<file path="config.mk">
export PLATFORM = sky130hd
export DESIGN_NAME = key_conditioner
export DESIGN_NICKNAME = d
export VERILOG_FILES = /design/src/rtl/key_pkg.sv /design/src/rtl/key_channel.sv /design/src/rtl/key_conditioner.sv
export SDC_FILE = /design/constraint.sdc
export NUM_CORES = 1
export LEC_CHECK = 0
export BUFFER_PORTS_ARGS = -buffer_cell sky130_fd_sc_hd__buf_4
export CAP_MARGIN = 20
export CORE_UTILIZATION = 50
export CTS_BUF_LIST = sky130_fd_sc_hd__clkbuf_8
export DETAILED_ROUTE_END_ITERATION = 16
export PLACE_DENSITY = 0.64
export SLEW_MARGIN = 0
export SYNTH_ARGS = -nofsm -noshare
export SYNTH_HDL_FRONTEND = slang
export SYNTH_HIERARCHICAL = 1
export SYNTH_SLANG_ARGS = --single-unit
</file>
<file path="constraint.sdc">
create_clock -name CLOCK_50 -period 6.64 [get_ports CLOCK_50]
set_clock_uncertainty 0.15 [all_clocks]
set_input_delay 1.328 -clock CLOCK_50 [delete_from_list [all_inputs] [get_ports CLOCK_50]]
set_output_delay 1.328 -clock CLOCK_50 [all_outputs]
set_load 0.01 [all_outputs]
</file>
<file path="src/rtl/key_pkg.sv">
// key_pkg: shared key indices, default timing and repeat-state encoding
package key_pkg;
  localparam int KEY_LEFT    = 0;
  localparam int KEY_RIGHT   = 1;
  localparam int KEY_UP      = 2;
  localparam int KEY_DOWN    = 3;
  localparam int KEY_RESTART = 4;
  localparam int DEF_DEBOUNCE_CYCLES = 1_000_000;
  localparam int DEF_REPEAT_DELAY    = 15_000_000;
  localparam int DEF_REPEAT_PERIOD   = 5_000_000;
  typedef enum logic [1:0] {
    IDLE   = 2'd0,
    DELAY  = 2'd1,
    REPEAT = 2'd2
  } rep_state_t;
endpackage

</file>
<file path="src/rtl/key_channel.sv">
// key_channel: one key's synchroniser, debouncer, edge pulses and auto-repeat
module key_channel
  import key_pkg::*;
#(
  parameter int DEBOUNCE_CYCLES = DEF_DEBOUNCE_CYCLES,
  parameter int REPEAT_DELAY    = DEF_REPEAT_DELAY,
  parameter int REPEAT_PERIOD   = DEF_REPEAT_PERIOD,
  parameter bit REPEAT_EN       = 1'b1,
  parameter bit ACTIVE_LOW      = 1'b1
) (
  input  logic clk,
  input  logic rst_n,
  input  logic key_in,
  output logic key_level,
  output logic key_press,
  output logic key_release,
  output logic key_repeat
);
  localparam int DW   = $clog2(DEBOUNCE_CYCLES + 1);
  localparam int RMAX = (REPEAT_DELAY > REPEAT_PERIOD) ? REPEAT_DELAY : REPEAT_PERIOD;
  localparam int RW   = $clog2(RMAX + 1);
  logic s1, s2, stable;
  logic [DW-1:0] dcnt;
  logic flip, rise, fall;
  rep_state_t state, state_d;
  logic [RW-1:0] rcnt, rcnt_d;
  logic rpt_d, dly_due, per_due;
  assign flip      = (s2 != stable) && (dcnt == DW'(DEBOUNCE_CYCLES - 1));
  assign rise      = flip & ~stable;
  assign fall      = flip & stable;
  assign key_level = stable;
  assign dly_due   = rcnt == RW'(REPEAT_DELAY - 1);
  assign per_due   = rcnt == RW'(REPEAT_PERIOD - 1);
  // synchronise, debounce and register the edge pulses
  always_ff @(posedge clk or negedge rst_n)
    if (!rst_n) begin
      s1          <= 1'b0;
      s2          <= 1'b0;
      stable      <= 1'b0;
      dcnt        <= '0;
      key_press   <= 1'b0;
      key_release <= 1'b0;
    end else begin
      s1          <= key_in ^ ACTIVE_LOW;
      s2          <= s1;
      stable      <= stable ^ flip;
      dcnt        <= (s2 == stable || flip) ? '0 : dcnt + DW'(1);
      key_press   <= rise;
      key_release <= fall;
    end
  // repeat state, counter and registered repeat pulse
  always_ff @(posedge clk or negedge rst_n)
    if (!rst_n) begin
      state      <= IDLE;
      rcnt       <= '0;
      key_repeat <= 1'b0;
    end else begin
      state      <= state_d;
      rcnt       <= rcnt_d;
      key_repeat <= rpt_d;
    end
  // next state: a release always wins over a due repeat
  always_comb begin
    state_d = state;
    rcnt_d  = '0;
    case (state)
      IDLE:   state_d = (rise && REPEAT_EN) ? DELAY : IDLE;
      DELAY: begin
        state_d = fall ? IDLE : dly_due ? REPEAT : DELAY;
        rcnt_d  = (fall || dly_due) ? '0 : rcnt + RW'(1);
      end
      REPEAT: begin
        state_d = fall ? IDLE : REPEAT;
        rcnt_d  = (fall || per_due) ? '0 : rcnt + RW'(1);
      end
      default: state_d = IDLE;
    endcase
  end
  // repeat pulse on press, then on each due interval unless released
  always_comb
    rpt_d = (state == IDLE && rise) ||
            (state == DELAY && dly_due && !fall) ||
            (state == REPEAT && per_due && !fall);
endmodule

</file>
<file path="src/rtl/key_conditioner.sv">
// key_conditioner: conditions raw pushbuttons into clean level and pulse events
module key_conditioner
  import key_pkg::*;
#(
  parameter int                N_KEYS          = 5,
  parameter int                DEBOUNCE_CYCLES = DEF_DEBOUNCE_CYCLES,
  parameter int                REPEAT_DELAY    = DEF_REPEAT_DELAY,
  parameter int                REPEAT_PERIOD   = DEF_REPEAT_PERIOD,
  parameter logic [N_KEYS-1:0] REPEAT_MASK     = 5'b01111,
  parameter bit                KEY_ACTIVE_LOW  = 1'b1
) (
  input  logic              CLOCK_50,
  input  logic              reset,
  input  logic [N_KEYS-1:0] key_in,
  output logic [N_KEYS-1:0] key_level,
  output logic [N_KEYS-1:0] key_press,
  output logic [N_KEYS-1:0] key_release,
  output logic [N_KEYS-1:0] key_repeat
);
  for (genvar i = 0; i < N_KEYS; i++) begin : g_ch
    key_channel #(
      .DEBOUNCE_CYCLES(DEBOUNCE_CYCLES),
      .REPEAT_DELAY   (REPEAT_DELAY),
      .REPEAT_PERIOD  (REPEAT_PERIOD),
      .REPEAT_EN      (REPEAT_MASK[i]),
      .ACTIVE_LOW     (KEY_ACTIVE_LOW)
    ) u_ch (
      .clk        (CLOCK_50),
      .rst_n      (reset),
      .key_in     (key_in[i]),
      .key_level  (key_level[i]),
      .key_press  (key_press[i]),
      .key_release(key_release[i]),
      .key_repeat (key_repeat[i])
    );
  end
endmodule

</file>
# ---- Yosys cells after proc, flatten, opt, wreduce, memory -nomap -nowiden
# Index checks and enable logic that the tools add are counted.
dict set report classes {
  addsub 10
  bitwise_logic 25
  n_mux 44
  n_eq_ne 35
  n_reduce_logical 65
}
# cell n
set ops {}
lappend ops {{$mux 24} 10}
lappend ops {{$pmux 24 s2} 5}
lappend ops {{$add 24x1->24 const B} 5}
lappend ops {{$eq 24x23->1 const B} 5}
lappend ops {{$eq 24x24->1 const B} 5}
lappend ops {{$add 20x1->20 const B} 5}
lappend ops {{$eq 20x20->1 const B} 5}
lappend ops {{$mux 20} 5}
lappend ops {{$logic_and 1x1->1} 30}
lappend ops {{$mux 2} 15}
lappend ops {{$logic_or 1x1->1} 25}
lappend ops {{$pmux 2 s3} 4}
lappend ops {{$and 1x1->1} 10}
lappend ops {{$eq 2x1->1 const B} 5}
lappend ops {{$eq 2x2->1 const B} 5}
lappend ops {{$logic_not 2->1} 5}
lappend ops {{$not 1->1} 10}
lappend ops {{$eq 1x1->1} 5}
lappend ops {{$logic_not 1->1} 5}
lappend ops {{$ne 1x1->1} 5}
lappend ops {{$xor 1x1->1} 5}
lappend ops {{$mux 1} 4}
lappend ops {{$pmux 2 s2} 1}
dict set report word_totals {
  inputBits 7
  elab_cells 224
  register_bits 260
  out_inout_bits 20
}

# ---- Longest topological paths before layout
dict set report depth {
  ltp_word 7
  mapped_depth 7
}

# ---- Modules after synthesis
# The synthesis kept the hierarchy.
# mod n_inst area_per_inst_um2 cells_per_inst
set by_module_without_submodules {}
lappend by_module_without_submodules {{key_channel at g_ch[0].u_ch ...} 3 2562.5 254}
lappend by_module_without_submodules {{key_channel at g_ch[4].u_ch} 1 2581.2 253}
lappend by_module_without_submodules {{key_channel at g_ch[1].u_ch} 1 2524.9 252}

# ---- Worst setup path after synthesis
# No wires, ideal clock.
dict set report synth_path {
  path_type {reg2reg}
  from {register g_ch[0].u_ch.rcnt[10]}
  to {register g_ch[0].u_ch.rcnt[12]}
  setup_slack_ps 4508
  path_buffers 1
  stages_incl_launch_ff 7
  synth_period_minus_slack_ps 2132
  required_time_ps 6371
  arrival_ps 1863
  path_cell_list {dfrtp_1 > or4b_4 > nor4_4 > a21boi_1 > o221ai_4 > buf_6 > nor2_1}
}
dict set report synth_via {
  elab_chain_len 4
  elab_cells_between_ends 8
}
# element line_no
set synth_rtl {}
lappend synth_rtl {{from (decl)} key_channel.sv:26} ;# logic [RW-1:0] rcnt, rcnt_d;
lappend synth_rtl {{from (signal assigned)} key_channel.sv:59} ;# rcnt <= rcnt_d;
lappend synth_rtl {{branches (longest 3 deep; another with $add 24x1->24)} n/a}
lappend synth_rtl {{$pmux 24 s2 (*)} key_channel.sv:66} ;# case (state)
lappend synth_rtl {{named net g_ch[0].u_ch.rcnt_d[12]} key_channel.sv:26}
# Mark *: on every way through the listed nets, which the timed path passes.

==> results.md <==
* Vias at 8,814
* Final hold violation count at 0
* Crit-path cells: buf_4
* Sequential-to-total area share from yosys stat at 50.9%
* Initial drt markers at 520
* Clk buf depth at 3
* Initial antenna violation count at 0
* Startpoint Class: flip-flop
* Worst EP required at 5160 ps
* Netlist cell types at 54
* Setup CP Type: reg -> out
* Clock sinks at 260
* Post-CTS Setup Inserts at 0
* Largest net degree at the start of global routing at 157
* Horiz. Die Dim at 162 um
* CTS tree: built
* RSZ-0062 raised after global routing: no
* Seq cells post-synth at 260
* Critical path endpoint category: output pin
* Max_slew headroom at 34.1%
* Initial Util at 51.0%
* Clk_lat worst skew at 540 ps
* Filler cell count in the final layout at 2,235
* Delay-heaviest family, CP: flip-flops
* Synthesis Warnings at 6
* DP HPWL at 14,100 um
* Number of flops mapped to enable cells by yosys at 0
* GRT Residual Overflow at 0
* Clock transition at path regs at 60 ps
* Hold buffers post-CTS at 0
* TritonRoute pass-1 iters at 6
* Worst stage delay on the critical path at 450 ps
* Reg2Reg Launch Point: g_ch[2].u_ch/dcnt[0]
* Synth area leader: dfrtp_1
* Synth Cell Area at 12,800 um2
* # DRC at 0
* Pleak at 0.00609 uW
* Area of the multi-input gates at 5950 um2
* Port bufs at 26
* Seq. cell area at 6510 um2
* DR WL/cell at 13.3 um
* Final max-slew violation count at 0
* Status: completed
* Placement Rows at 58
* CP bufs+invs at 1
* Synthesized net count at 1,303
* Cts repair resizes at 0
* Worst-case vdd ir drop at 0.160 mV
* Design Power at 3120 uW
* First-pass GRT wire length at 40,100 um
* Root Buffer: clkbuf_8
* Num CTS Buffers at 46
* Count of final setup violators at 0
* Max-cap violations at 0
* Post-synth top area share at 50.9%
* Final GP Congestion at 0.769
* Core area at 25,100 um2
* Most frequent cells in the layout: dfrtp_1 (260), nor2_1 (251), xor2_1 (144)
* Mapped Cells at 1,267
* Worst Path Arrival at 1170 ps
* Synthesized area per cell at 10.1 um2
* N_diodes at 0
* Final ANT Viol Nets at 0
* H-Tree Depth at 2
* Post-synthesis async set-or-reset flop share at 100%
* Hold path startpoint: g_ch[3].u_ch/s1
* Tmin final at 2650 ps
* Vias per cell at 5.25
* Vias in the first global route at 8,827
* Io pins at 27
* Die Span Y at 162 um
* Synthesis-to-finish area growth at 10.9%
* Critical path peak fanout at 6
* Top cells by area, synth: dfrtp_1 (51%), xor2_1 (9.9%), nor2_1 (7.4%)
* Drt total wl at 22,300 um
* Most used DFF post-synth: dfrtp_1
* Fmax at 0.378 GHz
* Commonest non-fill, non-tap cell in the layout: dfrtp_1
* Min-delay worst type: reg -> reg
* Setup TNS at 0 ps
* Layout cells sized above 1 at 8.96%
* Slowest cell on crit path: dfrtp_1
* Die area at 26,200 um2
* Tightest Pin Transition at 981 ps
* Tcrit/Tclk final at 39.9%
* GRT Overall Usage at 18.0%
* Layout Nets at 1,354
* PwrDens at 220 nW/um2
==> through the flow <==
step | util [%] | cells | hold WS, ps | cell area (um2) | setup slack (ps)
CTS | 56.5 | 1680 | 197 | 14200 | 3960
floorplan | - | 1267 | 181 | 12800 | 4510
detailed placement | 52.8 | 1600 | 185 | 13300 | 3720
global route | 56.5 | 1680 | 204 | 14200 | 3760
global placement | 52.8 | 1600 | 183 | 13300 | 3720
finish | 56.5 | 1680 | 195 | 14200 | 3990
==> metal layers <==
layer  GRT usage, %  share of wire [%]  routed length [um]
met5              0                  0                   0
met4           5.83                2.0                 442
met3           3.09                2.9                 649
met2           28.8                 45                9990
met1           24.9                 50               11200
==> layout make-up <==
class	count	area share, %
repair buffers	28	1.62
well taps	330	2.91
multi-input cells	938	41.9
inverters	44	1.16
clock buffers	59	5.72
flip-flops and latches	260	45.8
clock inverters	21	0.802
==> report_power, final <==
part,total [uW],switching [uW],internal [uW]
clock,1460,624,831
sequential,1610,9.52,1600
combinational,58.6,45.7,12.8
==> worst paths after layout <==
path / to / slack (ps) / cells after the start
worst max-delay path: key_level[0] / 3990 / 1
worst min-delay path: g_ch[3].u_ch/s2 / 200 / 0
max in group asynchronous: g_ch[3].u_ch/rcnt[16] / 4390 / 2
min in group asynchronous: g_ch[4].u_ch/dcnt[12] / 660 / 1
worst max register to register: g_ch[2].u_ch/rcnt[20] / 4050 / 6
worst min register to register: g_ch[3].u_ch/s2 / 200 / 0
==> cells in the mapped netlist, types with 6 or more instances <==
cell,instances
and2_1,10
nand3_1,90
nor3_1,31
and3_1,35
nand4_1,58
nor2_1,251
ha_1,29
inv_1,44
o21ai_0,7
xnor2_1,59
and4_1,21
nand2_1,86
clkbuf_1,14
nor3b_1,7
dfrtp_1,260
xor2_1,144
a21oi_1,6
nand3b_1,8
nor4_1,21
nand4b_1,8
buf_6,10
==> cells by family after synthesis <==
group / after synthesis / share of synthesized area (%)
muxes: 2 / 0.176
and+or+nand+nor: 665 / 26.9
AOI/OAI and AO/OA: 39 / 2.72
buffers and inverters: 69 / 2.62
adders and majority gates: 29 / 2.84
DFF: 260 / 50.9
xor gates and xnor gates: 203 / 13.9
==> sequential cells by signal, summed over array words and instances, names as in the netlist, named ones only <==
| name | count |
|---|---|
| g_ch.u_ch/dcnt | 100 |
| g_ch.u_ch/key_release | 5 |
| g_ch.u_ch/s2 | 5 |
| g_ch.u_ch/rcnt | 120 |
| g_ch.u_ch/key_repeat | 5 |
| g_ch.u_ch/state | 10 |
| g_ch.u_ch/key_press | 5 |
| g_ch.u_ch/s1 | 5 |
No activity file was read; power rests on OpenSTA's default activity.
